<file path="src/rtl/core_ctrl_pkg.sv">
// Shared definitions for the core instruction sequencer: inst bit map, idle word,
// FSM state encoding, latched job record and address helpers.
package core_ctrl_pkg;

  localparam int psum_bw = 16;
  localparam int inst_w  = 35;

  localparam int b_mode        = 34;
  localparam int b_acc         = 33;
  localparam int b_psum_cen    = 32;
  localparam int b_psum_wen    = 31;
  localparam int b_psum_addr   = 20;
  localparam int b_xmem_cen    = 19;
  localparam int b_xmem_wen    = 18;
  localparam int b_xmem_addr   = 7;
  localparam int b_ofifo_rd    = 6;
  localparam int b_l0_rd       = 3;
  localparam int b_l0_wr       = 2;
  localparam int b_execute     = 1;
  localparam int b_kernel_load = 0;

  // Both memories deselected, no datapath strobes.
  localparam logic [inst_w-1:0] IDLE_INST = (35'd1 << b_psum_cen) | (35'd1 << b_psum_wen)
                                          | (35'd1 << b_xmem_cen) | (35'd1 << b_xmem_wen);

  typedef enum logic [2:0] {IDLE, W_RD, KWAIT, A_RD, DRAIN, ACC, DONE} state_t;

  typedef struct packed {
    logic        mode;
    logic [10:0] w_base;
    logic [10:0] a_base;
    logic [10:0] len;
    logic [3:0]  npass;
  } job_t;

  function automatic logic [10:0] w_addr(input logic [10:0] base, input logic [3:0] pass,
                                         input int unsigned rows, input logic [11:0] idx);
    logic [31:0] sum;
    sum = 32'(base) + 32'(pass) * rows + 32'(idx);
    return sum[10:0];
  endfunction

  // Matches the core's sequential psum write order: pass-major, output-minor.
  function automatic logic [10:0] psum_addr(input logic [3:0] q, input logic [10:0] o,
                                            input logic [10:0] n);
    logic [14:0] prod;
    prod = 15'(q) * 15'(n);
    return prod[10:0] + o;
  endfunction

endpackage

</file>
<file path="src/rtl/core_inst_seq_if.sv">
// Host/core-facing bundle of the instruction sequencer: job request, OFIFO status,
// and the generated instruction word with job status.
interface core_inst_seq_if;
  import core_ctrl_pkg::*;

  logic              start;
  logic              mode_2b;
  logic [10:0]       w_base;
  logic [10:0]       a_base;
  logic [10:0]       len;
  logic [3:0]        npass;
  logic              ofifo_valid;
  logic [inst_w-1:0] inst;
  logic              busy;
  logic              done;

  modport master (output start, mode_2b, w_base, a_base, len, npass, ofifo_valid,
                  input  inst, busy, done);

  modport slave  (input  start, mode_2b, w_base, a_base, len, npass, ofifo_valid,
                  output inst, busy, done);
endinterface

</file>
<file path="src/rtl/core_l0_feed_pipe.sv">
// Two-stage delay line that turns an xmem read strobe into the L0 write (one cycle
// later) and the L0 read with kernel_load/execute (two cycles later).
module core_l0_feed_pipe (
  input  logic clk,
  input  logic reset,
  input  logic issue,
  input  logic kind,
  output logic l0_wr,
  output logic l0_rd,
  output logic kernel_load,
  output logic execute
);

  logic [1:0] vld_reg;
  logic [1:0] kind_reg;

  always_ff @(posedge clk or posedge reset) begin
    if (reset) begin
      vld_reg  <= 2'b00;
      kind_reg <= 2'b00;
    end else begin
      vld_reg  <= {vld_reg[0], issue};
      kind_reg <= {kind_reg[0], kind};
    end
  end

  // kind=1 marks a weight (kernel) read, kind=0 an activation read.
  assign l0_wr       = vld_reg[0];
  assign l0_rd       = vld_reg[1];
  assign kernel_load = vld_reg[1] & kind_reg[1];
  assign execute     = vld_reg[1] & ~kind_reg[1];

endmodule

</file>
<file path="src/rtl/core_inst_seq.sv">
// Instruction sequencer: per pass loads a weight tile, streams activations, drains the
// OFIFO, then reads back all psums with acc=1. All outputs come straight from flops.
module core_inst_seq
  import core_ctrl_pkg::*;
#(
  parameter int row  = 8,
  parameter int col  = 8,
  parameter int KGAP = col
) (
  input  logic           clk,
  input  logic           reset,
  core_inst_seq_if.slave bus
);

  state_t            state_reg, state_next;
  job_t              job_reg, job_next;
  logic [11:0]       cnt_reg, cnt_next;
  logic [3:0]        p_reg, p_next;
  logic [3:0]        q_reg, q_next;
  logic [10:0]       o_reg, o_next;
  logic              gap_reg, gap_next;
  logic              pop;

  logic [inst_w-1:0] inst_base_reg, inst_base_next;
  logic              busy_reg, busy_next;
  logic              done_reg, done_next;
  logic              issue_reg, issue_next;
  logic              kind_reg, kind_next;

  logic              l0_wr, l0_rd, kernel_load, execute;

  always_ff @(posedge clk or posedge reset) begin
    if (reset) begin
      state_reg     <= IDLE;
      job_reg       <= '0;
      cnt_reg       <= '0;
      p_reg         <= '0;
      q_reg         <= '0;
      o_reg         <= '0;
      gap_reg       <= 1'b0;
      inst_base_reg <= IDLE_INST;
      busy_reg      <= 1'b0;
      done_reg      <= 1'b0;
      issue_reg     <= 1'b0;
      kind_reg      <= 1'b0;
    end else begin
      state_reg     <= state_next;
      job_reg       <= job_next;
      cnt_reg       <= cnt_next;
      p_reg         <= p_next;
      q_reg         <= q_next;
      o_reg         <= o_next;
      gap_reg       <= gap_next;
      inst_base_reg <= inst_base_next;
      busy_reg      <= busy_next;
      done_reg      <= done_next;
      issue_reg     <= issue_next;
      kind_reg      <= kind_next;
    end
  end

  always_comb begin
    state_next = state_reg;
    job_next   = job_reg;
    cnt_next   = cnt_reg;
    p_next     = p_reg;
    q_next     = q_reg;
    o_next     = o_reg;
    gap_next   = gap_reg;
    pop        = 1'b0;
    case (state_reg)
      IDLE: begin
        if (bus.start) begin
          job_next.mode   = bus.mode_2b;
          job_next.w_base = bus.w_base;
          job_next.a_base = bus.a_base;
          job_next.len    = bus.len;
          job_next.npass  = bus.npass;
          cnt_next        = '0;
          p_next          = '0;
          q_next          = '0;
          o_next          = '0;
          gap_next        = 1'b0;
          state_next      = (bus.npass != 4'd0 && bus.len != 11'd0) ? W_RD : DONE;
        end
      end
      // Two extra cycles let the last read reach l0_rd before moving on.
      W_RD: begin
        if (cnt_reg == 12'(row + 1)) begin
          state_next = KWAIT;
          cnt_next   = '0;
        end else begin
          cnt_next = cnt_reg + 12'd1;
        end
      end
      KWAIT: begin
        if (cnt_reg + 12'd1 >= 12'(KGAP)) begin
          state_next = A_RD;
          cnt_next   = '0;
        end else begin
          cnt_next = cnt_reg + 12'd1;
        end
      end
      A_RD: begin
        if (cnt_reg == {1'b0, job_reg.len} + 12'd1) begin
          state_next = DRAIN;
          cnt_next   = '0;
        end else begin
          cnt_next = cnt_reg + 12'd1;
        end
      end
      DRAIN: begin
        if (cnt_reg == {1'b0, job_reg.len}) begin
          cnt_next = '0;
          if (({1'b0, p_reg} + 5'd1) < {1'b0, job_reg.npass}) begin
            state_next = W_RD;
            p_next     = p_reg + 4'd1;
          end else begin
            state_next = ACC;
            q_next     = '0;
            o_next     = '0;
            gap_next   = 1'b0;
          end
        end else if (bus.ofifo_valid) begin
          pop      = 1'b1;
          cnt_next = cnt_reg + 12'd1;
        end
      end
      ACC: begin
        if (gap_reg) begin
          gap_next = 1'b0;
          q_next   = '0;
          if (o_reg == job_reg.len - 11'd1) state_next = DONE;
          else                              o_next     = o_reg + 11'd1;
        end else if (q_reg == job_reg.npass - 4'd1) begin
          gap_next = 1'b1;
        end else begin
          q_next = q_reg + 4'd1;
        end
      end
      DONE:    state_next = IDLE;
      default: state_next = IDLE;
    endcase
  end

  // Decoded from the next-cycle view so the registered word lines up with the state register.
  always_comb begin
    inst_base_next = IDLE_INST;
    issue_next     = 1'b0;
    kind_next      = 1'b0;
    busy_next      = (state_next != IDLE) && (state_next != DONE);
    done_next      = (state_next == DONE);
    if (busy_next) inst_base_next[b_mode] = job_next.mode;
    case (state_next)
      W_RD: begin
        if (cnt_next < 12'(row)) begin
          inst_base_next[b_xmem_cen]       = 1'b0;
          inst_base_next[b_xmem_addr +: 11] = w_addr(job_next.w_base, p_next, row, cnt_next);
          issue_next = 1'b1;
          kind_next  = 1'b1;
        end
      end
      A_RD: begin
        if (cnt_next < {1'b0, job_next.len}) begin
          inst_base_next[b_xmem_cen]       = 1'b0;
          inst_base_next[b_xmem_addr +: 11] = job_next.a_base + cnt_next[10:0];
          issue_next = 1'b1;
        end
      end
      DRAIN: begin
        inst_base_next[b_psum_wen] = 1'b0;
        inst_base_next[b_ofifo_rd] = pop;
      end
      ACC: begin
        if (!gap_next) begin
          inst_base_next[b_acc]             = 1'b1;
          inst_base_next[b_psum_cen]        = 1'b0;
          inst_base_next[b_psum_addr +: 11] = psum_addr(q_next, o_next, job_next.len);
        end
      end
      default: ;
    endcase
  end

  core_l0_feed_pipe u_feed (
    .clk         (clk),
    .reset       (reset),
    .issue       (issue_reg),
    .kind        (kind_reg),
    .l0_wr       (l0_wr),
    .l0_rd       (l0_rd),
    .kernel_load (kernel_load),
    .execute     (execute)
  );

  assign bus.inst = inst_base_reg | {31'd0, l0_rd, l0_wr, execute, kernel_load};
  assign bus.busy = busy_reg;
  assign bus.done = done_reg;

endmodule

</file>
<file path="src/flat_wrapper.sv">
// flat-port wrapper written by rule: the top's interface ports become plain ports
module core_inst_seq_flat import core_ctrl_pkg::*;
#(
  parameter int row  = 8,
  parameter int col  = 8,
  parameter int KGAP = col
)
  (clk, reset, bus_start, bus_mode_2b, bus_w_base, bus_a_base, bus_len, bus_npass, bus_ofifo_valid, bus_inst, bus_busy, bus_done);
  core_inst_seq_if bus_i ();
  input  logic clk;
  input  logic reset;
  input wire logic [$bits(bus_i.start)-1:0] bus_start;
  input wire logic [$bits(bus_i.mode_2b)-1:0] bus_mode_2b;
  input wire logic [$bits(bus_i.w_base)-1:0] bus_w_base;
  input wire logic [$bits(bus_i.a_base)-1:0] bus_a_base;
  input wire logic [$bits(bus_i.len)-1:0] bus_len;
  input wire logic [$bits(bus_i.npass)-1:0] bus_npass;
  input wire logic [$bits(bus_i.ofifo_valid)-1:0] bus_ofifo_valid;
  output wire logic [$bits(bus_i.inst)-1:0] bus_inst;
  output wire logic [$bits(bus_i.busy)-1:0] bus_busy;
  output wire logic [$bits(bus_i.done)-1:0] bus_done;
  assign bus_i.start = bus_start;
  assign bus_i.mode_2b = bus_mode_2b;
  assign bus_i.w_base = bus_w_base;
  assign bus_i.a_base = bus_a_base;
  assign bus_i.len = bus_len;
  assign bus_i.npass = bus_npass;
  assign bus_i.ofifo_valid = bus_ofifo_valid;
  assign bus_inst = bus_i.inst;
  assign bus_busy = bus_i.busy;
  assign bus_done = bus_i.done;
  core_inst_seq #(.row(row), .col(col), .KGAP(KGAP)) u_core (.clk(clk), .reset(reset), .bus(bus_i));
endmodule
</file>
<file path="config.mk">
export PLATFORM = sky130hd
export DESIGN_NAME = core_inst_seq_flat
export DESIGN_NICKNAME = d
export VERILOG_FILES = /design/src/rtl/core_ctrl_pkg.sv /design/src/rtl/core_inst_seq_if.sv /design/src/rtl/core_l0_feed_pipe.sv /design/src/rtl/core_inst_seq.sv /design/src/flat_wrapper.sv
export SDC_FILE = /design/constraint.sdc
export NUM_CORES = 1
export LEC_CHECK = 0
export BUFFER_PORTS_ARGS = -buffer_cell sky130_fd_sc_hd__buf_4
export CORE_MARGIN = 2
export CORE_UTILIZATION = 60
export DETAILED_ROUTE_END_ITERATION = 16
export GPL_TIMING_DRIVEN = 0
export PLACE_DENSITY = 0.88
export SLEW_MARGIN = 10
export SYNTH_ARGS = -nofsm -noshare
export SYNTH_HDL_FRONTEND = slang
export SYNTH_SLANG_ARGS = --single-unit
</file>
<file path="constraint.sdc">
create_clock -name clk -period 13.3 [get_ports clk]
set_input_delay 0 -clock clk [delete_from_list [all_inputs] [get_ports clk]]
set_output_delay 0 -clock clk [all_outputs]
set_load 0.05 [all_outputs]
</file>
==> flow_summary.json, run 1 <==
{
  "status": "completed",
  "cts_tree": "yes",
  "yosys-mux-area-fraction": 0.0435,
  "clockBufferDepth": 2,
  "powerDensity_mw_per_mm2": 234,
  "cpPeakStageDelay_ns": 1.10,
  "maxCapViolations": 0,
  "syn_inst": 909,
  "critPathLaunchType": "register",
  "clkTransAtPathRegs_ns": 0.08,
  "wl_per_cell_um": 19.1,
  "clk_latency_ns": 0.36,
  "wl_um": 23100,
  "multiInputGateArea_mm2": 0.00518,
  "hold_violations": 0,
  "ant_nets": 0,
  "regArea_mm2": 0.00273,
  "layout.nets": 1158,
  "yosysSeqAreaShare": 0.321,
  "cts_resized": 0,
  "nFillCells": 1018,
  "endpoint_kind": "register",
  "grt_max_degree": 84,
  "ctsRootBufferMaster": "clkbuf_16",
  "synth.avg_cell_area_um2": 9.36,
  "rsz0062_at_grt": "no",
  "grtUsageTotal": 0.318,
  "p_leak_nw": 4.80,
  "synth_area_leaders": "dfrtp_1 31%, ha_1 8.8%, fa_1 6.8%",
  "yosys.area.top_type": "dfrtp_1",
  "coreArea_mm2": 0.0139,
  "ff2ff_path_depth": 21,
  "drive_gt1_frac": 0.163,
  "slew_viol_final": 0,
  "timing.final.crit_share": 0.548,
  "synth_top_family_by_area": "compound AO/OA/AOI/OAI gates",
  "whs_ns": 0.00779,
  "path_max_fanout": 9,
  "yosys.area_share.simple": 0.158,
  "ys.flop_type": "dfrtp_1",
  "globalplace.congestion": 0.939,
  "synth_cell_types": 84,
  "ir_drop_mv": 0.129,
  "hold_class": "input pin to register",
  "die_w_um": 123,
  "slowest_stage": "o31ai_1",
  "die-area_mm2": 0.0152,
  "diodes": 0,
  "fin_worst_skew_ns": 0.0156,
  "drt_iter0_drc": 963,
  "initial_core_util": 0.613,
  "numPortBuffers": 75,
  "synth_xor_area_frac": 0.0723,
  "clock_sinks": 109,
  "setup_tns_ns": 0,
  "dr.pass1.iters": 7,
  "io_pins": 79,
  "largest_reg_flops": 38,
  "synth.top_cell.area_share": 0.312,
  "synth.most_common_cell": "dfrtp_1",
  "dp_hpwl_um": 17200,
  "synthesis.area_mm2": 0.00851,
  "num_vias": 7456,
  "synth_enable_flop_cells": 0,
  "timing.slew.headroom": 0.140,
  "antenna_found_initial": 0,
  "overflow": 0,
  "die_h_um": 123,
  "ys_warn_count": 0,
  "via_per_inst": 6.15,
  "synth_seq_cells": 109,
  "post_cts_buffers": 0,
  "path_class": "register to register",
  "htreeDepth": 3,
  "synth_compound_area_frac": 0.177,
  "synth-adder-area-share": 0.156,
  "grt_pass1_wl_um": 36600,
  "critical_path_required_ns": 13.57,
  "ys_async_sr_fraction": 1.00,
  "worstHoldPathCells": 3,
  "crit_chain": "clkbuf_1 > xor2_1 > nor4_2 > nand3_1 > o31ai_1 > o21ai_0 > a21oi_1 > inv_1 > nand2_1 > fa_1 > fa_1 > inv_1 > ha_1 > a21o_1 > a21o_1 > a21oi_1 > o21a_1 > o21ai_0 > xor2_1 > xnor3_1 > mux2i_1",
  "syn_to_final_growth_pct": 16.7,
  "cts_made_buffers": 9,
  "min_period_ns": 7.29,
  "fmax_mhz": 137,
  "tightest_slew_ns": 1.28,
  "synth_commonest_cells": "106 x dfrtp_1, 89 x inv_1, 66 x nor2_1",
  "grt_pass1_vias": 7236,
  "rows": 43,
  "cp_data_arrival_time_ns": 7.56,
  "route.detailed.drc": 0,
  "setup_viol": 0
}
[routing by layer]
layer  global-route usage  part of all wire
met3               0.0613             0.087
met4                0.114             0.029
met2                0.509              0.48
met5                    0                 0
met1                0.432              0.40
[area by class of cell]
type,count,share of cell area
Tap cell,180,0.0227
Multi-Input combinational cell,662,0.521
Timing Repair Buffer,106,0.0897
Sequential cell,109,0.275
Clock buffer,12,0.0238
Buffer,49,0.0272
Clock inverter,4,0.00567
Inverter,90,0.0345
[kinds of logic (layout without fill, tap and decap cells)]
family,after synthesis,in the layout
AND/OR/NAND/NOR,259,259
flip-flops,109,109
multiplexers,34,34
other,2,3
buffers and inverters,139,261
adder cells (fa/ha/maj),89,89
AO/OA/AOI/OAI,213,213
XOR/XNOR,64,64
[worst max-delay path: cells and delay by family, from the launching register on]
family	cells	cell delay, ns
xor gates and xnor gates	3	0.91
buffers and inverters	3	0.72
muxes	1	0.21
adders and majority gates	3	1.28
DFF	1	0.33
and+or+nand+nor	3	0.76
AOI/OAI and AO/OA	8	2.97
[power by group]
part	total (mW)	leakage (nW)	internal (mW)	switching, mW
clock network	0.271	0.135	0.148	0.123
logic	1.56	3.27	0.621	0.942
registers	0.486	1.39	0.428	0.0578
[placed cells by master (no fill, tap or decap), types with 24 or more instances in the layout]
cell / instances
o21ai_0: 44
nand2_1: 55
fa_1: 29
a21o_1: 24
buf_4: 91
xor2_1: 28
mux2_2: 24
dlygate4sd3_1: 30
inv_1: 88
xnor2_1: 32
ha_1: 60
dfrtp_1: 106
nor2_1: 66
a21oi_1: 33
[what timing repair did]
action / 4_1_cts / 5_1_grt
setup endpoints to repair: 0 / 0
hold endpoints to repair: 122 / 0
hold buffers: 30 / 0
[final timing paths]
path                       slack [ns]                                start                             endpoint
max                              6.01         u_core.job_reg[13]$_DFF_PP0_   u_core.inst_base_reg[30]$_DFF_PP0_
min                             0.008                        bus_w_base[6]         u_core.job_reg[32]$_DFF_PP0_
max reg2reg                      6.01         u_core.job_reg[13]$_DFF_PP0_   u_core.inst_base_reg[30]$_DFF_PP0_
min reg2reg                      0.35  u_core.u_feed.kind_reg[0]$_DFF_PP0_  u_core.u_feed.kind_reg[1]$_DFF_PP0_
max in group asynchronous       12.44                                reset   u_core.inst_base_reg[19]$_DFF_PP1_
min in group asynchronous        0.14                                reset   u_core.inst_base_reg[29]$_DFF_PP0_
[per-stage QoR]
stage	total power, mW	cell area (µm²)	setup WS, ns	util	std cells
after floorplan	1.64	8520	7.53	-	910
after detailed placement	2.00	9340	6.20	0.673	1166
after CTS	2.29	9930	6.17	0.715	1212
after global placement	1.92	9300	6.27	0.670	1165
final	2.32	9930	6.01	0.715	1212
after global routing	2.51	9930	5.59	0.715	1212
Note: power is estimated with default switching activity, not from simulation.
==> run 2: changes to the inputs <==
Settings changed: ABC_AREA set to 1, CORE_UTILIZATION 60 to 55, PLACE_DENSITY 0.88 to 0.85.
Clock period 13.3 ns to 5.88 ns, I/O delays scaled along.
==> run 2 against run 1 <==
Against the previous run: clock skew is 0.0050 ns lower; sequential cell count stayed put; via count is 16% higher; core utilization is 4.8 points lower; clock power is 130% higher; critical path depth is 9 higher; count of clock-buffer cells in the layout is 1 lower; sequential share of layout area is 1.8 points lower; worst setup slack worse by 5.8 ns.
==> flow_summary.json, run 2 <==
{
  "status": "completed",
  "htreeDepth": 3,
  "globalplace.congestion": 0.968,
  "cp_data_arrival_time_ns": 5.89,
  "die_w_um": 132,
  "synth.most_common_cell": "nand2_1",
  "final_cell_mix": "336 x nand2_1, 211 x inv_1, 106 x dfrtp_1",
  "dr.pass1.iters": 8,
  "grt_pass1_wl_um": 40600,
  "numPortBuffers": 74,
  "cts_tree": "yes",
  "path_delay_family": "adder cells",
  "synth_seq_cells": 109,
  "slew_viol_final": 0,
  "mostFrequentLayoutCell": "nand2_1",
  "timing.final.crit_share": 0.960,
  "synth_area_leaders": "dfrtp_1 30%, nand2_1 14%, inv_1 8.9%",
  "cpMostUsedCell": "inv_1",
  "path_max_fanout": 6,
  "ys_async_sr_fraction": 1.00,
  "slowest_stage": "fa_1",
  "antenna_found_initial": 0,
  "endpoint_kind": "register",
  "pre_cts_ws_ns": -0.148,
  "synth_enable_flop_cells": 0,
  "timing.slew.headroom": 0.440,
  "grt.busiest_layer": "met2",
  "clock_sinks": 109,
  "synth.avg_cell_area_um2": 7.18,
  "synth_commonest_cells": "338 x nand2_1, 213 x inv_1, 106 x dfrtp_1",
  "yosys.area.top_type": "dfrtp_1",
  "drive_gt1_frac": 0.150,
  "met2_usage": 0.487,
  "synth.top_cell.area_share": 0.295,
  "initial_core_util": 0.564,
  "die_h_um": 132,
  "coreArea_mm2": 0.0159,
  "ctsRootBufferMaster": "clkbuf_16",
  "min_period_ns": 5.64,
  "num_vias": 8661,
  "rows": 46,
  "clk_latency_ns": 0.37,
  "fin_worst_skew_ns": 0.0106,
  "critical_path_required_ns": 6.13,
  "overflow": 0,
  "syn_inst": 1251,
  "maxCapViolations": 0,
  "diodes": 0,
  "setup_ws_ns": 0.236,
  "grt_max_degree": 65,
  "wl_um": 25600,
  "drt_iter0_drc": 790,
  "ys_warn_count": 0,
  "dp_hpwl_um": 19300,
  "largest_reg_flops": 38,
  "wl_per_cell_um": 16.0,
  "grt_pass1_vias": 8220,
  "ant_nets": 0,
  "clkTransAtPathRegs_ns": 0.08,
  "clockBufferDepth": 2,
  "tightest_slew_ns": 0.840,
  "hold_class": "input pin to register",
  "path_class": "register to register",
  "hold_violations": 0,
  "powerDensity_mw_per_mm2": 606,
  "cpPeakStageDelay_ns": 0.52,
  "ys.flop_type": "dfrtp_1",
  "cts_made_buffers": 9,
  "gr-usage-met3": 0.0507,
  "yosysSeqAreaShare": 0.304,
  "route.detailed.drc": 0,
  "power_mw": 6.44,
  "grtUsageTotal": 0.294,
  "p_leak_nw": 5.74,
  "via_per_inst": 5.42,
  "critPathBufInv": 6,
  "synth_cell_types": 56,
  "io_pins": 79,
  "synthesis.area_mm2": 0.00898,
  "ir_drop_mv": 0.446,
  "die-area_mm2": 0.0174,
  "critPathLaunchType": "register",
  "syn_to_final_growth_pct": 18.3,
  "grt_use_met1": 0.388,
  "setup_viol": 0,
  "fmax_mhz": 177,
  "layout.nets": 1509
}
## run 2: metal layers
metal | part of all wire | routed length (µm) | vias up
met4 | 0.030 | 758 | 0
met3 | 0.087 | 2220 | 63
li1 | - | - | 4161
met2 | 0.47 | 12200 | 415
met1 | 0.41 | 10500 | 4022
met5 | 0 | 0 | -
## run 2: cell families (layout without fill, tap and decap cells)
family,after synthesis,after routing,share of synthesized area
other cells,2,3,0.000836
xor+xnor,47,47,0.0473
buf+inv,259,390,0.116
compound gates,129,129,0.0824
flops,109,109,0.304
simple gates,616,616,0.301
fa+ha+maj,89,89,0.148
## run 2: worst paths after layout
path | startpoint | to | slack (ns) | cells after the start
min reg2reg | u_core.kind_reg$_DFF_PP0_ | u_core.u_feed.kind_reg[0]$_DFF_PP0_ | 0.35 | 0
max in group asynchronous | reset | u_core.cnt_reg[5]$_DFF_PP0_ | 5.00 | 4
min in group asynchronous | reset | u_core.inst_base_reg[34]$_DFF_PP0_ | 0.20 | 3
max reg2reg | u_core.p_reg[0]$_DFF_PP0_ | u_core.inst_base_reg[29]$_DFF_PP0_ | 0.24 | 30
max | u_core.p_reg[0]$_DFF_PP0_ | u_core.inst_base_reg[29]$_DFF_PP0_ | 0.24 | 30
min | bus_len[6] | u_core.job_reg[10]$_DFF_PP0_ | 0.002 | 3
## run 2: power by group
part | total, mW | switching, mW | internal [mW]
Clock | 0.611 | 0.306 | 0.306
Sequential | 1.18 | 0.181 | 1.00
Combinational | 4.65 | 3.02 | 1.62
Total | 6.44 | 3.51 | 2.93
## run 2: repair_timing
action	4_1_cts	5_1_grt
hold endpoints to repair	72	3
resized for setup	10	25
pin swaps	0	3
hold buffers	28	3
endpoints found under the setup margin	2	5
buffers inserted	0	9
## run 2: cell type report
| cell class | count | area (µm²) |
|---|---|---|
| sequential | 109 | 2730 |
| inverter | 227 | 860 |
| timing repair buffer | 115 | 961 |
| clock inverter | 5 | 40.0 |
| clock buffer | 11 | 243 |
| multi-input combinational | 884 | 5340 |
| tap | 216 | 270 |
| fill | 1304 | 5310 |
| buffer | 32 | 190 |
## run 2: metrics by stage
| step | std cells | utilization | area [µm²] | hold WS, ns | TNS, ns |
|---|---|---|---|---|---|
| after global placement | 1542 | 0.616 | 9810 | 0.225 | -0.0585 |
| after detailed placement | 1543 | 0.618 | 9850 | 0.0576 | -0.270 |
| after global routing | 1599 | 0.667 | 10600 | 0.00563 | -0.0311 |
| final | 1599 | 0.667 | 10600 | 0.00239 | 0 |
| after floorplan | 1252 | - | 8990 | 0.121 | 0 |
| after CTS | 1587 | 0.655 | 10400 | 0.00232 | 0 |
## run 2: tightest hold or removal path, cell delays in order
cell and delay (ns):
buf_4 0.12, o21ai_4 0.11, inv_1 0.09
==> run 3: changes to the inputs <==
Settings changed: RECOVER_POWER set to 50.
==> run 3 against run 2 <==
Against the previous run: the run now ends with max-capacitance violations, max-slew violations left; worst hold slack about the same; wire length is essentially flat; final area fell by 1.2%; critical path depth unchanged; register-to-register slack better by 0.03 ns; critical path type unchanged; critical endpoint unchanged.
==> flow_summary.json, run 3 (synthesis gave the netlist of run 2 again) <==
{
  "min_period_ns": 5.62,
  "grtUsageTotal": 0.294,
  "layout.cells.non_filler": 1599,
  "drive_gt1_frac": 0.130,
  "cpMostUsedCell": "inv_1",
  "die-area_mm2": 0.0174,
  "setup_viol": 0,
  "wl_per_cell_um": 16.0,
  "io_pins": 79,
  "htreeDepth": 3,
  "fmax_mhz": 178,
  "dp_hpwl_um": 19300,
  "drt_iter0_drc": 888,
  "tightest_slew_ns": 3.59,
  "grt_pass1_vias": 8220,
  "clockBufferDepth": 2,
  "path_delay_family": "adder cells",
  "slowest_stage": "fa_1",
  "violations": "max-capacitance violations, max-slew violations",
  "antenna_found_initial": 0,
  "ir_drop_mv": 0.438,
  "diodes": 0,
  "final_cell_mix": "336 x nand2_1, 211 x inv_1, 106 x dfrtp_1",
  "critical_path_required_ns": 6.13,
  "slew_viol_final": 112,
  "die_w_um": 132,
  "coreArea_mm2": 0.0159,
  "fin_worst_skew_ns": 0.0104,
  "syn_to_final_growth_pct": 16.9,
  "setup_tns_ns": 0,
  "route.detailed.drc": 0,
  "hold_violations": 0,
  "status": "finished, violations left",
  "die_h_um": 132,
  "mostFrequentLayoutCell": "nand2_1",
  "clkTransAtPathRegs_ns": 0.08,
  "clk_latency_ns": 0.37,
  "wl_um": 25600,
  "initial_core_util": 0.564,
  "numPortBuffers": 74,
  "critPathBufInv": 6,
  "layout.nets": 1509,
  "rrSetupSlack_ns": 0.26,
  "hold_class": "input pin to register",
  "grt_pass1_wl_um": 40600,
  "globalplace.congestion": 0.968,
  "cts_made_buffers": 9,
  "clock_sinks": 109,
  "powerDensity_mw_per_mm2": 610,
  "largest_reg_flops": 38,
  "timing.slew.headroom": -1.39,
  "critPathLaunchType": "register",
  "overflow": 0,
  "rows": 46,
  "ant_nets": 0,
  "num_vias": 8697,
  "cpPeakStageDelay_ns": 0.52,
  "endpoint_kind": "register",
  "p_leak_nw": 5.61,
  "grt_max_degree": 65,
  "maxCapViolations": 2,
  "cp_data_arrival_time_ns": 5.87,
  "path_max_fanout": 6,
  "dp_cells": 1543,
  "cts_tree": "yes",
  "via_per_inst": 5.44,
  "path_class": "register to register",
  "ctsRootBufferMaster": "clkbuf_16",
  "timing.final.crit_share": 0.955,
  "dr.pass1.iters": 7
}
## run 3: changes by cell type in the layout (fill, tap and decap cells not counted), sizes merged
cell | previous run | this run
buf | 105 | 76
clkbuf | 22 | 51
clkinvlp | 0 | 1
inv | 228 | 227
## run 3: report_power, final
part           leakage [nW]  switching (mW)  internal (mW)
Sequential             1.40           0.180           1.00
Combinational          4.07            3.02           1.58
Clock                 0.141           0.306          0.306
Total                  5.61            3.51           2.89
## run 3: stage by stage
stage / setup WS, ns / hold WS [ns] / power, mW / cell area, µm² / util
after floorplan: 0.719 / 0.121 / 4.47 / 8990 / -
after global placement: -0.0585 / 0.225 / 5.36 / 9810 / 0.616
after detailed placement: -0.148 / 0.0576 / 5.52 / 9850 / 0.618
after CTS: 0.00723 / 0.00232 / 6.24 / 10400 / 0.655
after global routing: -0.0311 / 0.00563 / 6.98 / 10500 / 0.659
final: 0.263 / 0.00213 / 6.40 / 10500 / 0.659
## run 3: worst register-to-register path, delay by kind of cell, from the launching register on
family	cells	cell delay, ns
buffers and inverters	6	0.42
AOI/OAI and AO/OA	4	0.68
DFF	1	0.43
and+or+nand+nor	12	1.34
xor gates and xnor gates	2	0.28
adders and majority gates	6	2.34
## run 3: what timing repair did
item / CTS / global route
setup endpoints to repair: 2 / 5
setup buffers: 0 / 9
endpoints found under the hold margin: 72 / 3
pin swaps: 0 / 3
hold buffers: 28 / 3
gates resized for setup: 10 / 25
## run 3: final cells by class
cell class                      instances  area (µm²)
Buffer                                 32         190
Clock buffer                           11         243
Clock inverter                          5        40.0
Fill cell                            1338        5440
Inverter                              227         856
Multi-Input combinational cell        884        5340
Sequential cell                       109        2730
Tap cell                              216         270
Timing Repair Buffer                  115         836
## run 3: path summary, 6_finish.rpt
| check | cells after the start | from | to |
|---|---|---|---|
| worst max-delay path | 30 | u_core.p_reg[0]$_DFF_PP0_ | u_core.inst_base_reg[29]$_DFF_PP0_ |
| worst min-delay path | 3 | bus_len[6] | u_core.job_reg[10]$_DFF_PP0_ |
| worst max register to register | 30 | u_core.p_reg[0]$_DFF_PP0_ | u_core.inst_base_reg[29]$_DFF_PP0_ |
| worst min register to register | 0 | u_core.kind_reg$_DFF_PP0_ | u_core.u_feed.kind_reg[0]$_DFF_PP0_ |
| max in group asynchronous | 4 | reset | u_core.cnt_reg[1]$_DFF_PP0_ |
| min in group asynchronous | 3 | reset | u_core.inst_base_reg[34]$_DFF_PP0_ |
## run 3: routing by layer
metal / track usage / vias up / part of all wire / wire length (µm)
li1: - / 4167 / - / -
met1: 0.388 / 4073 / 0.41 / 10600
met2: 0.487 / 396 / 0.48 / 12200
met3: 0.0507 / 61 / 0.079 / 2020
met4: 0.113 / 0 / 0.032 / 809
met5: 0 / - / 0 / 0
